## config.mk

```make
export PLATFORM = sky130hd
export DESIGN_NAME = vedic_multiplier
export DESIGN_NICKNAME = d
export VERILOG_FILES = /design/src/rtl/vedic_pkg.sv /design/src/rtl/vedic_mul_4x4.sv /design/src/rtl/vedic_multiplier.sv
export SDC_FILE = /design/constraint.sdc
export NUM_CORES = 1
export LEC_CHECK = 0
export CORE_MARGIN = 5
export CORE_UTILIZATION = 50
export DETAILED_ROUTE_END_ITERATION = 8
export PLACE_DENSITY_LB_ADDON = 0.25
export REMOVE_ABC_BUFFERS = 1
export SETUP_SLACK_MARGIN = 0.02
export SLEW_MARGIN = 20
export SYNTH_ARGS = -nofsm -noshare
export SYNTH_HDL_FRONTEND = slang
export SYNTH_SLANG_ARGS = --single-unit
export TNS_END_PERCENT = 10
```

## constraint.sdc

```tcl
create_clock -name clk -period 0.8 [get_ports clk]
set_input_delay 0.24 -clock clk [delete_from_list [all_inputs] [get_ports clk]]
set_output_delay 0.24 -clock clk [all_outputs]
set_load 0.005 [all_outputs]
```

## src/rtl/vedic_pkg.sv

```systemverilog
// Shared types and the 2x2 Urdhva-Tiryagbhyam cell for the Vedic multiplier tree.
package vedic_pkg;

    localparam int VEDIC_DW = 8;

    typedef logic [7:0]  operand_t;
    typedef logic [15:0] product_t;
    typedef logic [3:0]  nibble_t;
    typedef logic [7:0]  byte4x4_t;

    function automatic nibble_t vedic_mul2(input logic [1:0] a, input logic [1:0] b);
        logic t_lo;
        logic t_hi;
        logic c;
        logic hh;
        nibble_t p;
        t_lo = a[1] & b[0];
        t_hi = a[0] & b[1];
        c    = t_lo & t_hi;
        hh   = a[1] & b[1];
        p[0] = a[0] & b[0];
        p[1] = t_lo ^ t_hi;
        p[2] = hh ^ c;
        p[3] = hh & c;
        return p;
    endfunction

endpackage

```

## src/rtl/vedic_mul_4x4.sv

```systemverilog
// Combinational 4x4 Vedic product from four 2x2 cells; no state, no backpressure.
module vedic_mul_4x4
    import vedic_pkg::*;
(
    input  nibble_t  a_i,
    input  nibble_t  b_i,
    output byte4x4_t p_o
);

    nibble_t    ll;
    nibble_t    hl;
    nibble_t    lh;
    nibble_t    hh;
    logic [4:0] mid;

    assign ll  = vedic_mul2(a_i[1:0], b_i[1:0]);
    assign hl  = vedic_mul2(a_i[3:2], b_i[1:0]);
    assign lh  = vedic_mul2(a_i[1:0], b_i[3:2]);
    assign hh  = vedic_mul2(a_i[3:2], b_i[3:2]);

    // Cross terms can carry into a fifth bit before the shift by 2.
    assign mid = {1'b0, hl} + {1'b0, lh};
    assign p_o = {hh, ll} + {1'b0, mid, 2'b00};

endmodule

```

## src/rtl/vedic_multiplier.sv

```systemverilog
// Registered 8x8 Vedic multiplier, 1-cycle latency (2 with VEDIC_MULT_PIPE_EN), no backpressure.
// VEDIC_MULT_PIPE_EN registers the four 4x4 partial products before the final add.
module vedic_multiplier
    import vedic_pkg::*;
#(
    parameter int DATA_WIDTH = 8
) (
    input  logic                    clk,
    input  logic                    rst,
    input  logic                    in_valid,
    input  logic [DATA_WIDTH-1:0]   inData_A,
    input  logic [DATA_WIDTH-1:0]   inData_B,
    output logic                    out_valid,
    output logic [2*DATA_WIDTH-1:0] outData_C
);

    generate
        if (DATA_WIDTH != VEDIC_DW) begin : g_bad_width
            $error("vedic_multiplier supports only DATA_WIDTH = 8");
        end
    endgenerate

    operand_t a;
    operand_t b;
    byte4x4_t ll_d;
    byte4x4_t hl_d;
    byte4x4_t lh_d;
    byte4x4_t hh_d;

    assign a = inData_A;
    assign b = inData_B;

    vedic_mul_4x4 u_ll (.a_i(a[3:0]), .b_i(b[3:0]), .p_o(ll_d));
    vedic_mul_4x4 u_hl (.a_i(a[7:4]), .b_i(b[3:0]), .p_o(hl_d));
    vedic_mul_4x4 u_lh (.a_i(a[3:0]), .b_i(b[7:4]), .p_o(lh_d));
    vedic_mul_4x4 u_hh (.a_i(a[7:4]), .b_i(b[7:4]), .p_o(hh_d));

    byte4x4_t ll_s;
    byte4x4_t hl_s;
    byte4x4_t lh_s;
    byte4x4_t hh_s;
    logic     cap_vld;

`ifdef VEDIC_MULT_PIPE_EN
    byte4x4_t ll_q;
    byte4x4_t hl_q;
    byte4x4_t lh_q;
    byte4x4_t hh_q;
    logic     vld1_q;

    always_ff @(posedge clk or posedge rst) begin
        if (rst) begin
            ll_q   <= '0;
            hl_q   <= '0;
            lh_q   <= '0;
            hh_q   <= '0;
            vld1_q <= 1'b0;
        end else begin
            vld1_q <= in_valid;
            if (in_valid) begin
                ll_q <= ll_d;
                hl_q <= hl_d;
                lh_q <= lh_d;
                hh_q <= hh_d;
            end
        end
    end

    assign ll_s    = ll_q;
    assign hl_s    = hl_q;
    assign lh_s    = lh_q;
    assign hh_s    = hh_q;
    assign cap_vld = vld1_q;
`else
    assign ll_s    = ll_d;
    assign hl_s    = hl_d;
    assign lh_s    = lh_d;
    assign hh_s    = hh_d;
    assign cap_vld = in_valid;
`endif

    logic [8:0] mid_s;
    product_t   prod_d;
    product_t   prod_q;
    logic       vld_q;

    // HH and LL occupy disjoint bit ranges, so only the middle term needs a real add.
    assign mid_s  = {1'b0, hl_s} + {1'b0, lh_s};
    assign prod_d = {hh_s, ll_s} + {3'b000, mid_s, 4'b0000};

    always_ff @(posedge clk or posedge rst) begin
        if (rst) begin
            prod_q <= '0;
            vld_q  <= 1'b0;
        end else begin
            vld_q <= cap_vld;
            if (cap_vld) begin
                prod_q <= prod_d;
            end
        end
    end

    assign out_valid = vld_q;
    assign outData_C = prod_q;

endmodule

```

==> flow_metrics.tcl <==
set metrics [dict create \
    ys_ff_latch 17 \
    grt_usage_pct 23.2 \
    clock_path_buffers 2 \
    worstPathArrival_ns 4.43 \
    hpwl_mm 6.80 \
    crit_type "in2reg" \
    crit_cells 22 \
    vias 3269 \
    synth_cell_types 37 \
    synth_top_area_share_pct 31.6 \
    cp_top_family "adder cells" \
    timing.fmax_mhz 236 \
    hold_viol 0 \
    drive_gt1_share_pct 46.8 \
    cts-root-buf "clkbuf_8" \
    crit_start "inData_A[6]" \
    r2r_slack_ns 0.01 \
    cp.required_ns 0.99 \
    crit_chain "buf_4, and2_4, ha_4, inv_2, fa_2, buf_4, fa_2, inv_1, a21o_1, a21oi_2, xnor2_1, ha_2, nor2_1, nor2_1, o41ai_2, xnor2_1, ha_1, and2_4, nor4b_4, a211oi_2, or4_1, a31oi_1" \
    viasPerCell 5.67 \
    crit_fanout 4 \
    initialDrtViolationCount 152 \
    areaGrowthSynthToFinish_pct 50.6 \
    skew_ns 0 \
    synth_area_leaders "ha_1 32%, dfrtp_1 13%, and2_1 12%, xnor2_1 7.6%, fa_1 6.0%" \
    synth_flop_cell "dfrtp_1" \
    initial_utilization_pct 52.1 \
    ir_worst_vdd_uv 1730 \
    grt_max_degree 23 \
    setup_ws_ns -3.44 \
    dp_slack_ns -4.28 \
    rows 29 \
    postRouteAntennaNets 0 \
    syn_area_per_cell_um2 8.99 \
    die_x_um 92.0 \
    yosysSeqAreaShare_pct 12.6 \
    cts_tree "built" \
    crit_buf_inv 4 \
    power_mw 12.1 \
    ios 36 \
    finalSetupViolCount 32 \
    synth_top_area_cell "ha_1" \
    firstDrtPassIters 4 \
    startpoint_type "input pin" \
    grt_pass1_vias 3532 \
    synth_cells 374 \
    antenna_cells 0 \
    r2r_cells 1 \
    synth_edf_count 0 \
    slew_headroom_pct 81.6 \
    die_area_um2 8470 \
    worst_skew_pair.late_latency_ns 0.25 \
    hold_path.class "in2async" \
    io_buffers 35 \
    period_needed_ns 4.24 \
    critical_path.endpoint "outData_C[15]" \
    rr_startpoint "outData_C[7]" \
    numCtsBuffers 3 \
    cts.sinks 17 \
    wirelength_mm 10.2 \
    core_um2 6460 \
    grt_pass1_wl_mm 16.1 \
    failed_checks "setup timing" \
    die_h_um 92.0 \
    synthesis.area_um2 3360 \
    power_density_nw_per_um2 2390 \
    maxCapViolCount 0 \
    crit_slowest_cell "fa_2" \
    routabilityCongestion 0.863 \
    clk_pin_slew_ns 0.07 \
    drc 0 \
    maxSlewViolCount 0 \
    yosysWarnings 0 \
    p_leak_nw 2.56 \
    final_nets 615 \
    status "complete, but fails checks" \
    fin_crit_sh_pct 530 \
    n_fill_cell 384 \
    end_kind "flip-flop" \
    async_reset_ff_share_pct 100 \
    overflow 0 \
    wire_per_inst_um 17.7 \
    worst-slew-pin-transition_ns 0.275 \
    antenna_found_initial 0 \
    grt_setup_unrepaired "true" \
    cpPeakStageDelay_ns 0.55 \
    htree_num_levels 1 \
    crit-reg2reg-capture "outData_C[7]" \
]
## synth_stat cells (2+ instances only)
cell type	number
ha_1	85
and2_1	64
inv_1	32
xnor2_1	29
a21oi_1	25
nor2_1	18
a21o_1	17
dfrtp_1	17
mux2_2	11
fa_1	10
o21ai_0	8
nand2_1	7
nand2b_1	6
o21bai_1	6
xor2_1	6
nand3_1	3
nor2b_1	3
a211oi_1	2
a221oi_1	2
buf_1	2
nor3_1	2
o211ai_1	2
o21ai_1	2
o311ai_0	2
## routing by layer
metal / wire length [µm] / part of all wire [%] / vias up / global-route usage (%)
li1: - / - / 1561 / -
met4: 482 / 4.7 / 0 / 7.55
met3: 441 / 4.3 / 46 / 3.27
met5: 0 / 0 / - / 0
met1: 3910 / 38 / 1569 / 26.0
met2: 5390 / 53 / 93 / 44.7
## layout make-up
type	count	area [µm²]	share of cell area (%)
clock buffer	3	41.3	0.815
multi-input combinational	323	3430	67.6
clock inverter	1	5.00	0.0988
timing repair buffer	124	950	18.7
inverter	32	123	2.42
tap	77	96.3	1.90
sequential	17	425	8.40
## power breakdown
group	switching [mW]	total, mW	internal (mW)	leakage, nW
Sequential	0.175	1.39	1.21	0.203
Combinational	4.67	10.0	5.37	2.33
Clock	0.312	0.658	0.346	0.0255
## per-stage QoR
step / util, % / hold WS [ns] / area (µm²) / std cells / setup TNS [ns]
2_1_floorplan: - / 0.166 / 3360 / 372 / -34.65
3_3_place_gp: 68.4 / 0.490 / 4420 / 563 / -52.34
3_5_place_dp: 68.4 / 0.495 / 4420 / 563 / -53.45
4_1_cts: 76.3 / 0.293 / 4930 / 576 / -39.99
5_1_grt: 78.4 / 0.323 / 5070 / 577 / -41.52
6_report: 78.4 / 0.295 / 5070 / 577 / -39.56
## worst min-delay path by stage
stage,startpoint,to,slack (ns)
floorplan,rst,outData_C[0],0.17
global placement,outData_C[12],outData_C[12],0.49
detailed placement,outData_C[14],outData_C[14],0.50
CTS,rst,outData_C[7],0.29
global route,rst,outData_C[9],0.32
finish,rst,outData_C[5],0.29
## layout by cell type (no fill, tap or decap), drive strengths merged, types with 17 or more instances in the layout
master  synthesis  routed
inv            32      32
clkbuf          0      20
and2           64      64
dfrtp          17      17
buf             2     106
a21o           17      17
xnor2          29      29
a21oi          25      25
nor2           18      18
ha             85      85
## sequential cells by signal, indices dropped and copies added, names as in the netlist
register and flops:
out_valid 1, outData_C 16
## cells by family after synthesis
family	count (synthesis)	share of synthesized area, %
XOR/XNOR	35	9.11
AO/OA/AOI/OAI	74	14.7
buffers and inverters	34	3.79
multiplexers	11	3.68
adder cells (fa/ha/maj)	95	37.6
AND/OR/NAND/NOR	108	18.5
flip-flops	17	12.6
## what timing repair did
| action | CTS | global route |
|---|---|---|
| setup buffers | 9 | 1 |
| pin swaps | 74 | 20 |
| endpoints found under the setup margin | 34 | 33 |
| hold buffers | 0 | 0 |
| cloned | 0 | 0 |
| gates resized for setup | 195 | 59 |
Note: power is estimated with default switching activity, not from simulation.
